==> src/rtl/corelet_ctrl.sv <==
// rtl/corelet_ctrl.sv - tile sequencer for the corelet MAC array
//
// Walks one tile through weight load, kernel load, activation load, execute,
// drain and output read for each of num_kij kernel positions, issuing memory
// reads and the 35-bit corelet instruction word.
//
// Ports:
//   clk, reset          clock (rising edge), async active-high reset
//   start               begin a run (only looked at in IDLE)
//   mode                datapath select, latched at start
//   num_kij             kernel positions per run, 0..15
//   w_base, a_base      weight / activation region base addresses
//   mem_rd, mem_addr    registered memory read strobe and address
//   mem_dout            read data, valid one cycle after mem_rd
//   inst                registered corelet instruction word
//   coreletIn           pass-through of mem_dout
//   busy, done          not-IDLE flag, one-cycle completion pulse

module corelet_ctrl #(
    parameter int row     = 8,
    parameter int col     = 8,
    parameter int bw      = 4,
    parameter int len_nij = 36,
    parameter int addr_w  = 11
) (
    input  logic                clk,
    input  logic                reset,
    input  logic                start,
    input  logic                mode,
    input  logic [3:0]          num_kij,
    input  logic [addr_w-1:0]   w_base,
    input  logic [addr_w-1:0]   a_base,
    output logic                mem_rd,
    output logic [addr_w-1:0]   mem_addr,
    input  logic [bw*row-1:0]   mem_dout,
    output logic [34:0]         inst,
    output logic [bw*row-1:0]   coreletIn,
    output logic                busy,
    output logic                done
);

    localparam logic [3:0] S_IDLE   = 4'd0;
    localparam logic [3:0] S_WLOAD  = 4'd1;
    localparam logic [3:0] S_KLOAD  = 4'd2;
    localparam logic [3:0] S_KFLUSH = 4'd3;
    localparam logic [3:0] S_ALOAD  = 4'd4;
    localparam logic [3:0] S_EXEC   = 4'd5;
    localparam logic [3:0] S_DRAIN  = 4'd6;
    localparam logic [3:0] S_READ   = 4'd7;
    localparam logic [3:0] S_NEXT   = 4'd8;
    localparam logic [3:0] S_DONE   = 4'd9;

    // Phase counter must hold the longest state duration minus one.
    localparam int M_RC    = (row > col) ? row : col;
    localparam int M_LD    = (len_nij > row + col) ? len_nij : row + col;
    localparam int MAX_DUR = (M_RC > M_LD) ? M_RC : M_LD;
    localparam int PH_W    = $clog2(MAX_DUR + 1);

    localparam logic [PH_W-1:0]   LAST_ROW   = PH_W'(row - 1);
    localparam logic [PH_W-1:0]   LAST_COL   = PH_W'(col - 1);
    localparam logic [PH_W-1:0]   LAST_LEN   = PH_W'(len_nij - 1);
    localparam logic [PH_W-1:0]   LAST_DRAIN = PH_W'(row + col - 1);
    localparam logic [addr_w-1:0] ROW_A      = addr_w'(row);
    localparam logic [addr_w-1:0] LEN_A      = addr_w'(len_nij);

    logic [3:0]        state_q, state_d;
    logic [PH_W-1:0]   phase_q, phase_d;
    logic [3:0]        kij_q, kij_d;
    logic [3:0]        num_q, num_d;
    logic              mode_q, mode_d;
    logic [addr_w-1:0] wb_q, wb_d;
    logic [addr_w-1:0] ab_q, ab_d;

    logic              mem_rd_q, mem_rd_d;
    logic [addr_w-1:0] mem_addr_q, mem_addr_d;
    logic [34:0]       inst_q, inst_d;

    logic [PH_W-1:0]   last_ph;
    logic [addr_w-1:0] kij_ext;
    logic [addr_w-1:0] ph_ext;

    always_comb begin
        last_ph = '0;
        case (state_q)
            S_WLOAD, S_KLOAD:  last_ph = LAST_ROW;
            S_KFLUSH:          last_ph = LAST_COL;
            S_ALOAD, S_EXEC,
            S_READ:            last_ph = LAST_LEN;
            S_DRAIN:           last_ph = LAST_DRAIN;
            default:           last_ph = '0;
        endcase
    end

    always_comb begin
        state_d = state_q;
        phase_d = phase_q + 1'b1;
        kij_d   = kij_q;
        num_d   = num_q;
        mode_d  = mode_q;
        wb_d    = wb_q;
        ab_d    = ab_q;
        case (state_q)
            S_IDLE: begin
                phase_d = '0;
                if (start) begin
                    num_d   = num_kij;
                    mode_d  = mode;
                    wb_d    = w_base;
                    ab_d    = a_base;
                    kij_d   = '0;
                    state_d = (num_kij == 4'd0) ? S_DONE : S_WLOAD;
                end
            end
            S_NEXT: begin
                phase_d = '0;
                kij_d   = kij_q + 4'd1;
                state_d = (kij_d == num_q) ? S_DONE : S_WLOAD;
            end
            S_DONE: begin
                phase_d = '0;
                state_d = S_IDLE;
            end
            default: begin
                if (phase_q == last_ph) begin
                    phase_d = '0;
                    case (state_q)
                        S_WLOAD:  state_d = S_KLOAD;
                        S_KLOAD:  state_d = S_KFLUSH;
                        S_KFLUSH: state_d = S_ALOAD;
                        S_ALOAD:  state_d = S_EXEC;
                        S_EXEC:   state_d = S_DRAIN;
                        S_DRAIN:  state_d = S_READ;
                        S_READ:   state_d = S_NEXT;
                        default:  state_d = S_IDLE;
                    endcase
                end
            end
        endcase
    end

    // Outputs are registered from next-state values so they line up with the
    // state they belong to rather than trailing it by a cycle.
    always_comb begin
        kij_ext    = addr_w'(kij_d);
        ph_ext     = addr_w'(phase_d);
        mem_rd_d   = (state_d == S_WLOAD) || (state_d == S_ALOAD);
        mem_addr_d = '0;
        if (state_d == S_WLOAD)
            mem_addr_d = wb_d + kij_ext * ROW_A + ph_ext;
        else if (state_d == S_ALOAD)
            mem_addr_d = ab_d + kij_ext * LEN_A + ph_ext;

        inst_d     = '0;
        inst_d[0]  = (state_d == S_KLOAD);
        inst_d[1]  = (state_d == S_EXEC);
        inst_d[2]  = mem_rd_q;              // L0 write lands with valid mem_dout
        inst_d[3]  = (state_d == S_KLOAD) || (state_d == S_EXEC);
        inst_d[6]  = (state_d == S_READ);
        inst_d[33] = inst_q[6];             // OFIFO data arrives one cycle after read
        inst_d[34] = (state_d != S_IDLE) && mode_d;
    end

    always_ff @(posedge clk or posedge reset) begin
        if (reset) begin
            state_q    <= S_IDLE;
            phase_q    <= '0;
            kij_q      <= '0;
            num_q      <= '0;
            mode_q     <= 1'b0;
            wb_q       <= '0;
            ab_q       <= '0;
            mem_rd_q   <= 1'b0;
            mem_addr_q <= '0;
            inst_q     <= '0;
        end else begin
            state_q    <= state_d;
            phase_q    <= phase_d;
            kij_q      <= kij_d;
            num_q      <= num_d;
            mode_q     <= mode_d;
            wb_q       <= wb_d;
            ab_q       <= ab_d;
            mem_rd_q   <= mem_rd_d;
            mem_addr_q <= mem_addr_d;
            inst_q     <= inst_d;
        end
    end

    assign mem_rd    = mem_rd_q;
    assign mem_addr  = mem_addr_q;
    assign inst      = inst_q;
    assign coreletIn = mem_dout;
    assign busy      = (state_q != S_IDLE);
    assign done      = (state_q == S_DONE);

endmodule
==> config.mk <==
export PLATFORM = sky130hd
export DESIGN_NAME = corelet_ctrl
export DESIGN_NICKNAME = d
export VERILOG_FILES = /design/src/rtl/corelet_ctrl.sv
export SDC_FILE = /design/constraint.sdc
export NUM_CORES = 1
export LEC_CHECK = 0
export ABC_AREA = 1
export CORE_ASPECT_RATIO = 2
export CORE_MARGIN = 4
export CORE_UTILIZATION = 50
export CTS_CLUSTER_SIZE = 40
export DETAILED_ROUTE_END_ITERATION = 6
export PLACE_DENSITY = 0.93
export SLEW_MARGIN = 20
export SYNTH_ARGS = -nofsm -noshare
export SYNTH_HDL_FRONTEND = slang
export SYNTH_SLANG_ARGS = --single-unit
==> constraint.sdc <==
create_clock -name clk -period 5.7 [get_ports clk]
set_input_delay 0.855 -clock clk [delete_from_list [all_inputs] [get_ports clk]]
set_output_delay 0.855 -clock clk [all_outputs]
set_load 0.005 [all_outputs]
**Yosys cells after proc, flatten, opt, wreduce, memory -nomap -nowiden**

Cells that the tools add are included.

- Reductions and logical operators: 11
- Add/subtract/negate cells: 6
- Multiply operators: 1
- Eq/ne operators: 16
- Mux-type cells: 19

Operators with widths:

| kind | count |
|---|---|
| $mux W11 | 6 |
| $eq A4 B3 Y1 const B | 7 |
| $pmux W4 S7 | 1 |
| $add A11 B6 Y11 | 2 |
| $mux W4 | 5 |
| $pmux W6 S3 | 1 |
| $eq A4 B2 Y1 const B | 3 |
| $mux W6 | 2 |
| $pmux W4 S3 | 1 |
| $add A11 B10 Y11 | 1 |
| $add A11 B7 Y11 | 1 |
| $reduce_or A3 Y1 | 3 |
| $eq A4 B1 Y1 const B | 2 |
| $eq A4 B4 Y1 const B | 2 |
| $logic_not A4 Y1 | 2 |
| $mul A4 B4 Y8 const B | 1 |
| $pmux W4 S2 | 1 |
| $reduce_bool A4 Y1 | 2 |
| $add A6 B1 Y6 const B | 1 |
| $eq A6 B6 Y1 | 1 |
| $add A4 B1 Y4 const B | 1 |
| $eq A4 B4 Y1 | 1 |
| $logic_or A1 B1 Y1 | 2 |
| $mux W1 | 2 |
| 2 further kinds | 2 |

- Output and inout port bits: 81
- Register bits after elaboration: 60
- Logic and storage cells: 63
- Input bits: 62

**Depth between registers and ports, before layout**

- Word-level depth: 9
- Gate-level depth with buffers: 25
- Gate-level depth less buffers: 25

**Worst setup path after synthesis**

No wires, ideal clock.

- Kind: in2reg
- From: in start
- To: reg mem_addr_q[9] (netlist: mem_addr[9])
- Setup slack: 2.001 ns
- Arrival time: 3.635 ns
- Stages on the path: 16
- Path buffers: 0
- Required time: 5.635 ns
- Library setup time: 0.065 ns
- Cell sequence: nand4_1 inv_1 nor2_2 nand2_1 o21ai_0 ha_1 ha_1 ha_1 xor2_1 ha_1 ha_1 inv_1 o311ai_0 xor2_1 nand2_1 nand2_1

- Longest elaborated chain between the ends: 7
- Elaborated cells between the ends (all ways): 17
- Classes of those cells: add/sub (4); mul (1); eq/ne (2); mux (10)

RTL lines:

| element | RTL line | text |
|---|---|---|
| from (decl) | 28 | `input logic start,` |
| $mux W4 * | 105 | `if (start) begin` |
| $pmux W4 S2 * | 102 | `case (state_q)` |
| net kij_d[3] | 68 | `logic [3:0] kij_q, kij_d;` |
| $mul A4 B4 Y8 | 151 | `mem_addr_d = ab_d + kij_ext * LEN_A + ph_ext;` |
| $add A11 B10 Y11 | 151 |  |
| $add A11 B6 Y11 | 151 |  |
| $mux W11 | 150 | `else if (state_d == S_ALOAD)` |
| $mux W11 * | 148 | `if (state_d == S_WLOAD)` |
| net mem_addr_d[9] | 75 | `logic [addr_w-1:0] mem_addr_q, mem_addr_d;` |
| to (signal assigned) | 184 | `mem_addr_q <= mem_addr_d;` |
| to (decl) | 75 |  |

The timed path passes the listed nets; every way through them passes the cells marked *.
A chain may end at the register's enable or synchronous reset.

**Worst setup path in the final report**

- From: in start
- To: reg mem_addr_q[7] (netlist: mem_addr[7])

The elaborated chain is that of the path after synthesis.

==> flow_metrics.tcl <==
set metrics [dict create \
    place_congestion 0.938 \
    dp_hpwl_microns 8670 \
    clk_pin_slew_ns 0.05 \
    hold_path_class "register to register" \
    io_buffers 50 \
    cts_setup_buffers 0 \
    ys_seq_area_share_pct 35.2 \
    grt_pass1_vias 3845 \
    fin_nets 651 \
    reg2reg_depth 17 \
    critPathCapture "mem_addr[7]$_DFF_PP0_" \
    synthCells 528 \
    crit_chain "clkdlybuf4s50_1 -> nand4_1 -> inv_1 -> nor2_2 -> inv_1 -> o21ai_0 -> fa_1 -> ha_1 -> nand2_1 -> o21ai_0 -> a21oi_1 -> o21ai_0 -> xor2_1 -> inv_1 -> nand2_1 -> nand2_1" \
    die_h_microns 139 \
    io_pins 143 \
    r2r_slack_ns 1.42 \
    insertion_delay_ns 0.33 \
    drtPass1Iterations 5 \
    synthTopCellsByCount "134 x nand2_1, 71 x inv_1, 64 x buf_4" \
    ys_async_sr_fraction_pct 100 \
    diodes 0 \
    yosys.area.top_type "dfrtp_1" \
    drv_slew 0 \
    rsz0062_at_grt "false" \
    ys_ff_latch 60 \
    final-hold-violation-count 0 \
    crit_fanout 6 \
    fmax_mhz 228 \
    path_buf_inv 4 \
    viasPerCell 5.41 \
    hold_buffers 0 \
    yosysWarningCount 0 \
    syn_area_sq_um 4260 \
    setup_tns_ns 0 \
    cts_resized 0 \
    power_density_nw_per_um2 656 \
    leakage_nw 2.61 \
    num_rows 47 \
    power_frac_seq_pct 21.6 \
    grt_pass1_wl_microns 18500 \
    vias 3526 \
    min_period_ns 4.39 \
    clock_sinks 60 \
    htree_levels 3 \
    swShare_pct 48.2 \
    drv_cap 0 \
    areaGrowthSynthToFinish_pct 12.7 \
    drc 0 \
    whs_ns 0.391 \
    critPathCaptureType "register" \
    synthTopCellsByArea "dfrtp_1 35%, nand2_1 12%, buf_4 11%, ha_1 9.1%, inv_1 6.3%" \
    synth_top_area_share_pct 35.2 \
    crit_required_ns 5.91 \
    total_power_mw 3.15 \
    drt_first_iter_violations 295 \
    cp.arrival_ns 4.60 \
    power_frac_comb_pct 60.8 \
    status "finished clean" \
    startpoint "start" \
    antenna_found_initial 0 \
    synth.most_common_cell "nand2_1" \
    post_route_cells_drive_above_1_share_pct 7.40 \
    slowest_stage "fa_1" \
    postRouteWirelength_microns 11700 \
    final.setup_skew_ns 0.00930 \
    tightest_slew_ns 0.759 \
    grt_overflow 0 \
    routedWlPerCell_microns 18.0 \
    critical_path_class "input port to register" \
    dieArea_sq_um 10200 \
    path_delay_family "compound AO/OA/AOI/OAI gates" \
    worst-path-stages 16 \
    ant_nets 0 \
    startpoint_type "input port" \
    clkPwrFrac_pct 17.6 \
    finalSetupViolations 0 \
    cts_tree "yes" \
    rr_endpoint "mem_addr[8]$_DFF_PP0_" \
    worstReg2RegStart "state_q[0]$_DFF_PP0_" \
    root_buffer "clkbuf_16" \
    synth_edf_count 0 \
    grt_max_degree 61 \
    maxSlewHeadroom_pct 49.4 \
    p_int_mw 1.63 \
    peakVddDrop_v 0.000274 \
    synth-main-ff-cell "dfrtp_1" \
    p_switching_mw 1.52 \
    cts_buffers 9 \
    synth_cell_types 32 \
    cpPeakStageDelay_ns 0.53 \
    grt_usage_pct 24.5 \
    start_util_pct 51.4 \
    core_area_sq_um 8290 \
    timing.final.crit_share_pct 77.0 \
    die_width_microns 73.3 \
    syn_area_per_cell_sq_um 8.07 \
    clockBufferDepth 2 \
]
-- layer usage --
metal / track usage (%) / part of all wire (%)
met1: 22.0 / 31
met2: 43.0 / 54
met3: 5.30 / 5.7
met4: 22.0 / 9.5
met5: 0 / 0
-- layout make-up --
cell class / count / area (sq um)
clock buffer: 12 / 256
clock inverter: 4 / 47.5
fill: 651 / 3490
inverter: 75 / 282
multi-input combinational: 350 / 2070
sequential: 60 / 1500
tap: 98 / 123
timing repair buffer: 53 / 523
-- stage by stage --
stage / setup WS, ns / util (%) / area [sq um] / cells
4_1_cts: 1.36 / 57.9 / 4800 / 652
3_3_place_gp: 1.20 / 54.2 / 4500 / 636
6_report: 1.31 / 57.9 / 4800 / 652
3_5_place_dp: 1.12 / 54.2 / 4500 / 636
5_1_grt: 1.12 / 57.9 / 4800 / 652
2_1_floorplan: 2.00 / - / 4360 / 555
-- worst register-to-register path, cell delays in order (launching register included) --
cell and delay [ns]:
dfrtp_1 0.45, nor2_2 0.22, nand2_1 0.13, nor2_2 0.29
inv_1 0.15, o21ai_0 0.57, ha_1 0.35, fa_1 0.46
ha_1 0.40, a21oi_1 0.18, o21ai_0 0.14, a21oi_1 0.25
nor2_1 0.09, nor2_1 0.12, xor2_1 0.15, inv_1 0.06
nand2_1 0.06, nand2_1 0.06
-- registers in the layout, indices dropped and copies added (netlist names) --
signal	count
mode_q	1
mem_rd	1
wb_q	11
num_q	4
phase_q	6
state_q	4
ab_q	11
inst	7
kij_q	4
mem_addr	11
-- layout by cell type, fill, tap and decap left out, types with 5 or more instances in the layout --
cell type        synthesis  final
a21oi_1                 15     15
clkbuf_16                0      9
nor2_2                   6      6
xor2_1                  17     17
xnor2_1                  8      8
nand4_1                  9      9
fa_1                     9      9
clkdlybuf4s50_1          0     50
or2_2                    7      7
inv_1                   71     70
nor2_1                  21     21
conb_1                   1     28
nand2_1                134    134
inv_2                    4      5
dfrtp_1                 60     60
nand3_1                 31     31
o21ai_0                 18     18
ha_1                    31     31
-- logic make-up after synthesis --
family / count (synthesis) / share of synthesized area (%)
buffers and inverters: 145 / 18.6
xor gates and xnor gates: 25 / 5.14
AOI/OAI and AO/OA: 42 / 5.70
DFF: 60 / 35.2
and+or+nand+nor: 215 / 21.9
adders and majority gates: 40 / 13.3
other: 1 / 0.0880
-- power by group through the flow --
| stage | Clock (mW) | Combinational [mW] | Sequential (mW) |
|---|---|---|---|
| global placement | 0 | 1.70 | 0.678 |
| detailed placement | 0 | 1.81 | 0.685 |
| global route | 0.575 | 2.10 | 0.697 |
| floorplan | 0 | 1.34 | 0.660 |
| finish | 0.554 | 1.92 | 0.680 |
| CTS | 0.557 | 1.86 | 0.678 |
-- how the worst min path moves through the flow --
stage / slack (ns) / depth (start not counted) / from / to
floorplan: 0.35 / 0 / inst[6]$_DFF_PP0_ / inst[33]$_DFF_PP0_
global placement: 0.38 / 0 / inst[6]$_DFF_PP0_ / inst[33]$_DFF_PP0_
detailed placement: 0.38 / 0 / mem_rd$_DFF_PP0_ / inst[2]$_DFF_PP0_
CTS: 0.39 / 0 / mem_rd$_DFF_PP0_ / inst[2]$_DFF_PP0_
global route: 0.40 / 0 / mem_rd$_DFF_PP0_ / inst[2]$_DFF_PP0_
finish: 0.39 / 0 / inst[6]$_DFF_PP0_ / inst[33]$_DFF_PP0_
Power figures use the tool's default switching activity.
